<file path="src/rtl/rad_cdc_sync_filt.sv">
// rad_cdc_sync_filt: per-channel multi-flop synchronizer with an optional
// stability filter and edge/glitch pulse outputs.
//
// Build option: define RAD_CDC_FILTER_EN to compile in the stability filter
// (per-channel saturating counters plus glitch_o). Without it, sync_o is the
// raw synchronized level, glitch_o is tied low and FILTER_CYCLES is only
// range-checked.
module rad_cdc_sync_filt #(
  parameter int   WIDTH         = 8,
  parameter int   STAGES        = 2,
  parameter logic RESET         = 1'b0,
  parameter int   FILTER_CYCLES = 3
) (
  input  logic             clk,
  input  logic             rst_n,
  input  logic [WIDTH-1:0] async_i,
  output logic [WIDTH-1:0] sync_o,
  output logic [WIDTH-1:0] rise_o,
  output logic [WIDTH-1:0] fall_o,
  output logic [WIDTH-1:0] glitch_o
);

  // Reject configurations that cannot give a metastability-safe chain or a
  // meaningful filter depth.
  generate
    if (STAGES < 2 || WIDTH < 1 || FILTER_CYCLES < 1) begin : g_param_check
      $error("rad_cdc_sync_filt: need STAGES>=2, WIDTH>=1, FILTER_CYCLES>=1");
    end
  endgenerate

  logic [WIDTH-1:0] chain_q [STAGES];
  logic [WIDTH-1:0] s_lvl;
  logic [WIDTH-1:0] sync_lvl;
  logic [WIDTH-1:0] sync_prev_q;

  // Synchronizer chain: stage 0 captures the asynchronous inputs.
  always_ff @(posedge clk or negedge rst_n) begin
    if (!rst_n) begin
      for (int k = 0; k < STAGES; k++) chain_q[k] <= {WIDTH{RESET}};
    end else begin
      chain_q[0] <= async_i;
      for (int k = 1; k < STAGES; k++) chain_q[k] <= chain_q[k-1];
    end
  end

  assign s_lvl = chain_q[STAGES-1];

`ifdef RAD_CDC_FILTER_EN
  localparam int             CW       = $clog2(FILTER_CYCLES + 1);
  localparam logic [CW-1:0]  CNT_LAST = CW'(FILTER_CYCLES - 1);

  logic [WIDTH-1:0][CW-1:0] cnt_q, cnt_d;
  logic [WIDTH-1:0]         sync_q, sync_d;
  logic [WIDTH-1:0]         glitch_q, glitch_d;

  // Filter next-state: a disagreement must persist FILTER_CYCLES edges before
  // the output follows; an aborted run is reported as a glitch.
  always_comb begin
    cnt_d    = '0;
    sync_d   = sync_q;
    glitch_d = '0;
    for (int i = 0; i < WIDTH; i++) begin
      if (s_lvl[i] == sync_q[i]) begin
        glitch_d[i] = (cnt_q[i] != '0);
      end else if (cnt_q[i] == CNT_LAST) begin
        sync_d[i] = s_lvl[i];
      end else begin
        cnt_d[i] = cnt_q[i] + 1'b1;
      end
    end
  end

  // Filter state registers; reset discards any count in progress.
  always_ff @(posedge clk or negedge rst_n) begin
    if (!rst_n) begin
      cnt_q    <= '0;
      sync_q   <= {WIDTH{RESET}};
      glitch_q <= '0;
    end else begin
      cnt_q    <= cnt_d;
      sync_q   <= sync_d;
      glitch_q <= glitch_d;
    end
  end

  assign sync_lvl = sync_q;
  assign glitch_o = glitch_q;
`else
  assign sync_lvl = s_lvl;
  assign glitch_o = '0;
`endif

  // Previous output level, used to derive single-cycle edge pulses.
  always_ff @(posedge clk or negedge rst_n) begin
    if (!rst_n) sync_prev_q <= {WIDTH{RESET}};
    else        sync_prev_q <= sync_lvl;
  end

  assign sync_o = sync_lvl;
  assign rise_o = sync_lvl & ~sync_prev_q;
  assign fall_o = ~sync_lvl & sync_prev_q;

endmodule

</file>
<file path="config.mk">
export PLATFORM = sky130hd
export DESIGN_NAME = rad_cdc_sync_filt
export DESIGN_NICKNAME = d
export VERILOG_FILES = /design/src/rtl/rad_cdc_sync_filt.sv
export SDC_FILE = /design/constraint.sdc
export NUM_CORES = 1
export LEC_CHECK = 0
export BUFFER_PORTS_ARGS = -buffer_cell sky130_fd_sc_hd__buf_2
export CAP_MARGIN = 40
export CORE_ASPECT_RATIO = 1.1
export CORE_MARGIN = 4
export CORE_UTILIZATION = 24
export CTS_BUF_LIST = sky130_fd_sc_hd__clkbuf_4 sky130_fd_sc_hd__clkbuf_8
export DETAILED_ROUTE_END_ITERATION = 12
export GPL_ROUTABILITY_DRIVEN = 0
export GPL_TIMING_DRIVEN = 0
export HOLD_SLACK_MARGIN = 0.06
export SYNTH_ARGS = -nofsm -noshare
export SYNTH_HDL_FRONTEND = slang
export SYNTH_SLANG_ARGS = --single-unit
</file>
<file path="constraint.sdc">
create_clock -name clk -period 1.6 [get_ports clk]
set_input_delay 0.08 -clock clk [delete_from_list [all_inputs] [get_ports clk]]
set_output_delay 0.08 -clock clk [all_outputs]
set_load 0.01 [all_outputs]
</file>
==> results_dict.tcl, run 1 <==
set metrics [dict create \
    status "finished, final reports clean" \
    crit_buf_inv 1 \
    dieArea_sq_mm 0.00463 \
    swShare_pct 22.1 \
    antenna_found_initial 0 \
    area_growth_pct 42.1 \
    track_usage_pct 6.44 \
    clock_latency_ns 0.30 \
    fin_tns_setup_ns 0 \
    endpoint_kind "output pin" \
    r2r_slack_ns 1.07 \
    startpoint_type "flop" \
    grt_util_met1_pct 8.28 \
    root_buffer "clkbuf_4" \
    cp.required_ns 1.52 \
    synth_area_sq_um 865 \
    dr.pass1.iters 2 \
    gr-usage-met2_pct 9.90 \
    min_period_over_period_pct 70.8 \
    finalHoldViolCount 0 \
    critPathTopFamily "flip-flops" \
    synth_cell_types 4 \
    vias 518 \
    rsz0062_at_grt "no" \
    post-place-ws_ns 0.797 \
    cts_tree "built" \
    die_width_um 65.2 \
    tightest_slew_ns 0.513 \
    placement.io_buffers 33 \
    viasPerCell 3.30 \
    avgRoutedWirePerCell_um 8.94 \
    grt_util_met3_pct 0.635 \
    io_pins 42 \
    setup_viol_count_final 0 \
    drt_iter0_markers 2 \
    skew_ns 0.00167 \
    htree_levels 1 \
    p_seq_share_pct 62.7 \
    yosysWarnings 0 \
    n_fill_cell 375 \
    clockPowerShare_pct 23.2 \
    busiest_layer "met2" \
    switching_power_mw 0.230 \
    drive_gt1_share_pct 62.4 \
    synth-seq-cells 24 \
    numCtsBuffers 3 \
    post-route-min-period_ns 1.13 \
    grt_pass1_vias 501 \
    combinationalPowerShare_pct 14.0 \
    worstReg2RegStart "sync_o[0]" \
    power.density_mw_per_mm2 846 \
    final_util_pct 36.0 \
    drv_slew 0 \
    fin_cells 157 \
    synth_cells 57 \
    fin_nets 121 \
    drv_cap 0 \
    ant_nets 0 \
    path_clk_slew_ns 0.11 \
    arrival_ns 1.05 \
    core_sq_mm 0.00341 \
    layout_setup_ws_ns 0.468 \
    avgSynthCellArea_sq_um 15.2 \
    worst-path-max-fanout 4 \
    die_h_um 71.0 \
    timing.fmax_ghz 0.883 \
    clock_sinks 24 \
    clock_path_buffers 2 \
    rr_worst_depth 0 \
    reg2reg_to "sync_prev_q[0]" \
    post_cts_buffers 0 \
    totalWireLength_mm 1.40 \
    hold_path_class "in2async" \
    drc 0 \
    grt_pass1_wl_mm 2.33 \
    initial_core_util_pct 25.3 \
    cp.depth 2 \
    power_leakage_nw 0.662 \
    critPathMaxStageDelay_ns 0.40 \
    grt-ovfl-total 0 \
    critPathKind "reg2out" \
    cpMaxStageDelayCell "dfrtp_1" \
    grt_max_degree 25 \
    rows 22 \
    p_int_mw 0.809 \
    ir_drop_mv 0.305 \
    diodes 0 \
    yosysSeqAreaShare_pct 69.5 \
    path_cells "and2b_2, buf_2" \
    place_inst 145 \
    relSlewSlack_pct 65.8 \
]
[state kept, by name (all words and copies together) (netlist names)]
signal,cells
sync_o,8
sync_prev_q,8
chain_q,8
[layout by cell type, fill, tap and decap left out, drive strengths merged]
| cell | Yosys | routed |
|---|---|---|
| dfrtp | 24 | 24 |
| conb | 1 | 8 |
| clkbuf | 0 | 3 |
| and2b | 16 | 16 |
| dlygate4sd3 | 0 | 9 |
| buf | 16 | 49 |
[final cells by class]
| type | count | area, sq um | share of cell area, % |
|---|---|---|---|
| sequential | 24 | 601 | 48.9 |
| timing repair buffer | 42 | 255 | 20.8 |
| multi-input combinational | 24 | 170 | 13.8 |
| buffer | 16 | 120 | 9.78 |
| tap | 48 | 60.1 | 4.89 |
| clock buffer | 3 | 22.5 | 1.83 |
[power by group through the flow]
stage	sequential, mW	combinational, mW	clock, mW
after detailed placement	0.665	0.131	0
after global routing	0.657	0.161	0.290
after CTS	0.653	0.148	0.261
after global placement	0.663	0.128	0
final	0.652	0.146	0.241
after floorplan	0.660	0.0776	0
[synthesized netlist by cell type]
master   count  area [sq um]
buf_4       16           120
conb_1       1          3.75
and2b_2     16           140
dfrtp_1     24           601
[per-layer routing]
metal	routed length, um	vias to the layer above
li1	-	254
met1	606	239
met2	681	23
met3	87	2
met4	27	0
met5	0	-
[through the flow]
stage / hold slack (ns) / cell area, sq um / total power, mW
2_1_floorplan: -0.216 / 891 / 0.737
3_3_place_gp: 0.0658 / 1120 / 0.790
3_5_place_dp: 0.0807 / 1120 / 0.796
4_1_cts: 0.273 / 1230 / 1.06
5_1_grt: 0.331 / 1230 / 1.11
6_report: 0.277 / 1230 / 1.04
[how the worst max path moves through the flow]
stage | startpoint | to
6_report | sync_o[0] | fall_o[0]
5_1_grt | sync_o[2] | fall_o[2]
4_1_cts | sync_o[5] | fall_o[5]
3_5_place_dp | sync_o[1] | fall_o[1]
3_3_place_gp | sync_o[5] | rise_o[5]
2_1_floorplan | sync_o[0] | fall_o[0]
[cells by family (layout without fill, tap and decap cells)]
group	Yosys count	in the layout	synth area share [%]
buf+inv	16	61	13.9
other cells	1	8	0.434
simple gates	16	16	16.2
flops	24	24	69.5
[what timing repair did]
item,CTS,global route
endpoints found under the hold margin,32,0
hold buffers,9,0
gates resized for setup,0,0
Note: power is estimated with default switching activity, not from simulation.
==> inputs of run 2 (changes only) <==
--- a/config.mk
+++ b/config.mk
@@ -5,6 +5,7 @@
 export SDC_FILE = /design/constraint.sdc
 export NUM_CORES = 1
 export LEC_CHECK = 0
+export ABC_AREA = 1
 export BUFFER_PORTS_ARGS = -buffer_cell sky130_fd_sc_hd__buf_2
 export CAP_MARGIN = 40
 export CORE_ASPECT_RATIO = 1.1
==> constraint.sdc (replaced) <==
create_clock -name clk -period 1.05 [get_ports clk]
set_input_delay 0.0525 -clock clk [delete_from_list [all_inputs] [get_ports clk]]
set_output_delay 0.0525 -clock clk [all_outputs]
set_load 0.01 [all_outputs]
==> results_dict.tcl, run 2 <==
set metrics [dict create \
    yosysWarnings 0 \
    ys_top_cells_by_count "24 x dfrtp_1, 16 x buf_4, 16 x inv_1, 16 x nor2_1, 1 x conb_1" \
    n_fill_cell 333 \
    rsz0062_at_grt "yes" \
    p_seq_share_pct 57.9 \
    hold_path_class "in2async" \
    cts_tree "built" \
    post-route-min-period_ns 1.06 \
    synth_area_sq_um 845 \
    ir_drop_mv 0.730 \
    clock_path_buffers 2 \
    placement.io_buffers 33 \
    fin_nets 138 \
    yosysSeqAreaShare_pct 71.1 \
    layout_setup_ws_ns -0.00953 \
    synthTopCellsByArea "dfrtp_1 71%, buf_4 14%, inv_1 7.1%, nor2_1 7.1%, conb_1 0.44%" \
    io_pins 42 \
    rows 22 \
    final_util_pct 39.2 \
    avgRoutedWirePerCell_um 8.87 \
    hpwl_mm 1.11 \
    path_clk_slew_ns 0.13 \
    relSlewSlack_pct 64.4 \
    worst-path-max-fanout 4 \
    power.density_mw_per_mm2 1310 \
    grt-ovfl-total 0 \
    setup_viol_count_final 2 \
    whs_ns 0.238 \
    drive_gt1_share_pct 45.7 \
    drv_cap 0 \
    register_area_sq_um 602 \
    cpMaxStageDelayCell "dfrtp_2" \
    antenna_found_initial 0 \
    critPathKind "reg2out" \
    final_cell_mix "25 x buf_2, 23 x dfrtp_1, 16 x buf_6, 15 x inv_1, 14 x nor2_1" \
    avgSynthCellArea_sq_um 11.6 \
    finalHoldViolCount 0 \
    synth_cells 73 \
    synth-seq-cells 24 \
    synth_top_cell_area_share_pct 71.1 \
    clock_latency_ns 0.31 \
    diodes 0 \
    totalWireLength_mm 1.55 \
    startpoint_type "flop" \
    synth_edf_count 0 \
    area_growth_pct 55.9 \
    timing.fmax_ghz 0.944 \
    combinationalPowerShare_pct 14.5 \
    synth_cell_types 5 \
    total_power_mw 1.73 \
    crit_buf_inv 2 \
    synth_most_common_cell "dfrtp_1" \
    vias 579 \
    endpoint_kind "output pin" \
    initial_core_util_pct 25.1 \
    htree_levels 1 \
    p_int_mw 1.33 \
    die_width_um 64.6 \
    core_sq_mm 0.00336 \
    synth_ff_type "dfrtp_1" \
    viasPerCell 3.31 \
    min_period_over_period_pct 101 \
    fin_tns_setup_ns -0.00988 \
    grt_pass1_wl_mm 2.62 \
    die_h_um 70.2 \
    critPathTopFamily "flip-flops" \
    arrival_ns 1.01 \
    drc 0 \
    power_leakage_nw 0.736 \
    skew_ns 0.00605 \
    critPathMaxStageDelay_ns 0.46 \
    violations "setup timing" \
    multi_input_area_sq_um 95.1 \
    yosysTopAreaCell "dfrtp_1" \
    final_cell_area_sq_mm 0.00132 \
    path_common_cell "buf_6" \
    grt_max_degree 25 \
    status "finished with violations" \
    final_common_cell "buf_2" \
    clockPowerShare_pct 27.6 \
    track_usage_pct 7.12 \
    dr.pass1.iters 2 \
    root_buffer "clkbuf_4" \
    cp.required_ns 1.00 \
    grt_pass1_vias 610 \
    ant_nets 0 \
    path_cells "buf_6, buf_6" \
    clock_sinks 24 \
    dieArea_sq_mm 0.00453 \
    drv_slew 0 \
    swShare_pct 23.3 \
    switching_power_mw 0.403 \
    numCtsBuffers 3 \
    drt_iter0_markers 5 \
    tightest_slew_ns 0.534 \
    synth-async-reset-ratio_pct 100 \
    dpl-instance-area_sq_mm 0.00110 \
]
run 2: cell count changes in the layout (fill, tap and decap cells not counted), sizes merged:
cell,delta
clkbuf,+1
and2b,-16
buf,+1
nor2,+16
inv,+16
run 2: power by group through the flow:
stage / clock [mW] / sequential [mW] / combinational, mW
3_3_place_gp: 0 / 1.01 / 0.185
5_1_grt: 0.542 / 1.01 / 0.274
3_5_place_dp: 0 / 1.02 / 0.190
2_1_floorplan: 0 / 1.01 / 0.107
4_1_cts: 0.512 / 1.00 / 0.246
6_report: 0.477 / 1.00 / 0.251
run 2: cells by family (layout without fill, tap and decap cells):
logic type             Yosys count  after routing  share of synthesized area [%]
DFF                             24             24                           71.1
other                            1              8                          0.444
and+or+nand+nor                 16             16                           7.11
buffers and inverters           32             79                           21.3
run 2: layer usage:
layer  GRT usage (%)  wire length, um
met3            2.09              144
met1            7.47              594
met2            13.8              813
met4            1.41                0
met5               0                0
run 2: final timing paths:
| path | startpoint | end | slack (ns) | cells past startpoint |
|---|---|---|---|---|
| hold reg to reg | chain_q[9] | sync_o[1] | 0.36 | 0 |
| max in group asynchronous | rst_n | sync_o[6] | 0.43 | 2 |
| min in group clk | chain_q[9] | sync_o[1] | 0.36 | 0 |
| hold / removal | rst_n | chain_q[14] | 0.24 | 2 |
| setup / recovery | sync_o[6] | sync_o[6] | -0.01 | 2 |
| setup reg to reg | sync_o[7] | sync_prev_q[7] | 0.38 | 1 |
run 2: cell type report:
type                            instances  share of cell area (%)
Sequential cell                        24                    45.7
Timing Repair Buffer                   43                    23.8
Buffer                                 16                    11.4
Multi-Input combinational cell         24                    7.22
Inverter                               16                    4.56
Tap cell                               48                    4.56
Clock buffer                            4                    2.76
run 2: stage by stage:
stage	instances	worst slack, ns
after global routing	175	-0.116
after global placement	161	0.354
after floorplan	80	0.435
after CTS	174	-0.0329
final	175	-0.00953
after detailed placement	161	0.331
run 2: timing repair:
| action | 4_1_cts | 5_1_grt |
|---|---|---|
| setup endpoints to repair | 16 | 24 |
| buffers inserted | 0 | 1 |
| pin swaps | 7 | 1 |
| hold buffers | 9 | 0 |
| endpoints found under the hold margin | 32 | 0 |
| resized for setup | 15 | 5 |
==> inputs of run 3 (changes only) <==
--- a/config.mk
+++ b/config.mk
@@ -6,7 +6,7 @@
 export NUM_CORES = 1
 export LEC_CHECK = 0
 export ABC_AREA = 1
-export BUFFER_PORTS_ARGS = -buffer_cell sky130_fd_sc_hd__buf_2
+export BUFFER_PORTS_ARGS = -buffer_cell sky130_fd_sc_hd__clkbuf_2
 export CAP_MARGIN = 40
 export CORE_ASPECT_RATIO = 1.1
 export CORE_MARGIN = 4
==> results_dict.tcl, run 3 (same netlist as run 2, synthesis figures left out) <==
set metrics [dict create \
    fin_tns_setup_ns -0.0321 \
    power_leakage_nw 0.719 \
    grt_max_degree 25 \
    drc 0 \
    setup.worst_path.start "sync_o[4]" \
    finalHoldViolCount 0 \
    startpoint_type "flop" \
    die_width_um 64.6 \
    cts_tree "built" \
    ant_nets 0 \
    dr.pass1.iters 1 \
    layout_setup_ws_ns -0.0313 \
    core_sq_mm 0.00336 \
    cp.required_ns 1.00 \
    min_period_over_period_pct 103 \
    initial_core_util_pct 25.1 \
    endpoint_kind "output pin" \
    setup_viol_count_final 2 \
    clock_latency_ns 0.30 \
    rows 22 \
    htree_levels 1 \
    ir_drop_mv 0.716 \
    antenna_found_initial 0 \
    dieArea_sq_mm 0.00453 \
    status "finished with violations" \
    diodes 0 \
    io_pins 42 \
    avgRoutedWirePerCell_um 8.64 \
    fin_nets 137 \
    hpwl_mm 1.16 \
    tightest_slew_ns 0.575 \
    clock_sinks 24 \
    post-route-min-period_ns 1.08 \
    drt_iter0_markers 0 \
    root_buffer "clkbuf_4" \
    rsz0062_at_grt "yes" \
    grt_pass1_wl_mm 2.55 \
    drv_slew 0 \
    area_growth_pct 50.1 \
    drive_gt1_share_pct 43.2 \
    total_power_mw 1.62 \
    hold_path_class "in2async" \
    die_h_um 70.2 \
    final_common_cell "dfrtp_1" \
    grt-ovfl-total 0 \
    worstReg2RegStart "sync_o[2]" \
    totalWireLength_mm 1.50 \
    track_usage_pct 6.99 \
    vias 578 \
    violations "setup timing" \
    clock_path_buffers 2 \
    placement.io_buffers 33 \
    power.density_mw_per_mm2 1280 \
    relSlewSlack_pct 61.6 \
    skew_ns 0.000502 \
    viasPerCell 3.34 \
    drv_cap 0 \
    worst-path-max-fanout 4 \
    numCtsBuffers 3 \
    arrival_ns 1.03 \
    grt_pass1_vias 607 \
    r2r_slack_ns 0.39 \
    final_cell_mix "24 x dfrtp_1, 16 x buf_2, 15 x inv_1, 15 x nor2_1" \
    critPathKind "reg2out" \
    path_clk_slew_ns 0.12 \
    timing.fmax_ghz 0.925 \
]
[run 3: cell count changes in the layout (fill, tap and decap cells not counted)]
| cell | delta |
|---|---|
| dfrtp_2 | -1 |
| buf_6 | -5 |
| clkbuf_2 | +11 |
| buf_4 | +2 |
| nor2_1 | +1 |
| buf_2 | -9 |
| nor2_2 | -1 |
| dfrtp_1 | +1 |
| clkbuf_8 | -1 |
[run 3: routing by layer]
layer  global-route usage [%]  wire length [um]  vias to the layer above
met5                        0                 0                        -
met4                     1.41                 0                        0
met3                     2.73               149                        0
met2                     13.5               791                       29
met1                     6.85               554                      264
li1                         -                 -                      285
[run 3: critical path, stage by stage (launching register included)]
cell     delay [ns]
dfrtp_1        0.43
inv_1          0.06
nor2_1         0.10
buf_2          0.14
[run 3: through the flow]
step / hold slack (ns) / utilization [%] / std cells / worst slack (ns) / area [sq um]
after floorplan: -0.243 / - / 80 / 0.435 / 871
after global routing: 0.321 / 37.7 / 173 / -0.121 / 1270
final: 0.263 / 37.7 / 173 / -0.0313 / 1270
after CTS: 0.267 / 36.0 / 173 / -0.0559 / 1210
after global placement: 0.0677 / 32.6 / 161 / 0.364 / 1100
after detailed placement: 0.0816 / 32.6 / 161 / 0.310 / 1100
[run 3: cell type report]
cell class / count / area, sq um
Fill cell: 348 / 2090
Sequential cell: 24 / 601
Timing Repair Buffer: 43 / 300
Buffer: 15 / 131
Multi-Input combinational cell: 24 / 92.6
Inverter: 16 / 60.1
Tap cell: 48 / 60.1
Clock buffer: 3 / 22.5
[run 3: where the power goes]
part	switching, mW	internal (mW)	total [mW]
Sequential	0.0291	0.971	1.00
Combinational	0.105	0.133	0.237
Clock	0.254	0.134	0.388
[run 3: worst paths after layout]
path                                        to  cells past startpoint
worst min-delay path                 sync_o[3]                      2
worst max-delay path                 rise_o[4]                      3
max in group asynchronous       sync_prev_q[5]                      2
worst min register to register       sync_o[0]                      0
min in group clk                     sync_o[0]                      0
worst max register to register  sync_prev_q[2]                      1
[run 3: what timing repair did]
item | 4_1_cts | 5_1_grt
hold buffers | 9 | 0
gates resized for setup | 0 | 35
endpoints found under the setup margin | 18 | 23
pin swaps | 4 | 4
buffers inserted | 1 | 0
cloned | 0 | 0
hold endpoints to repair | 32 | 0
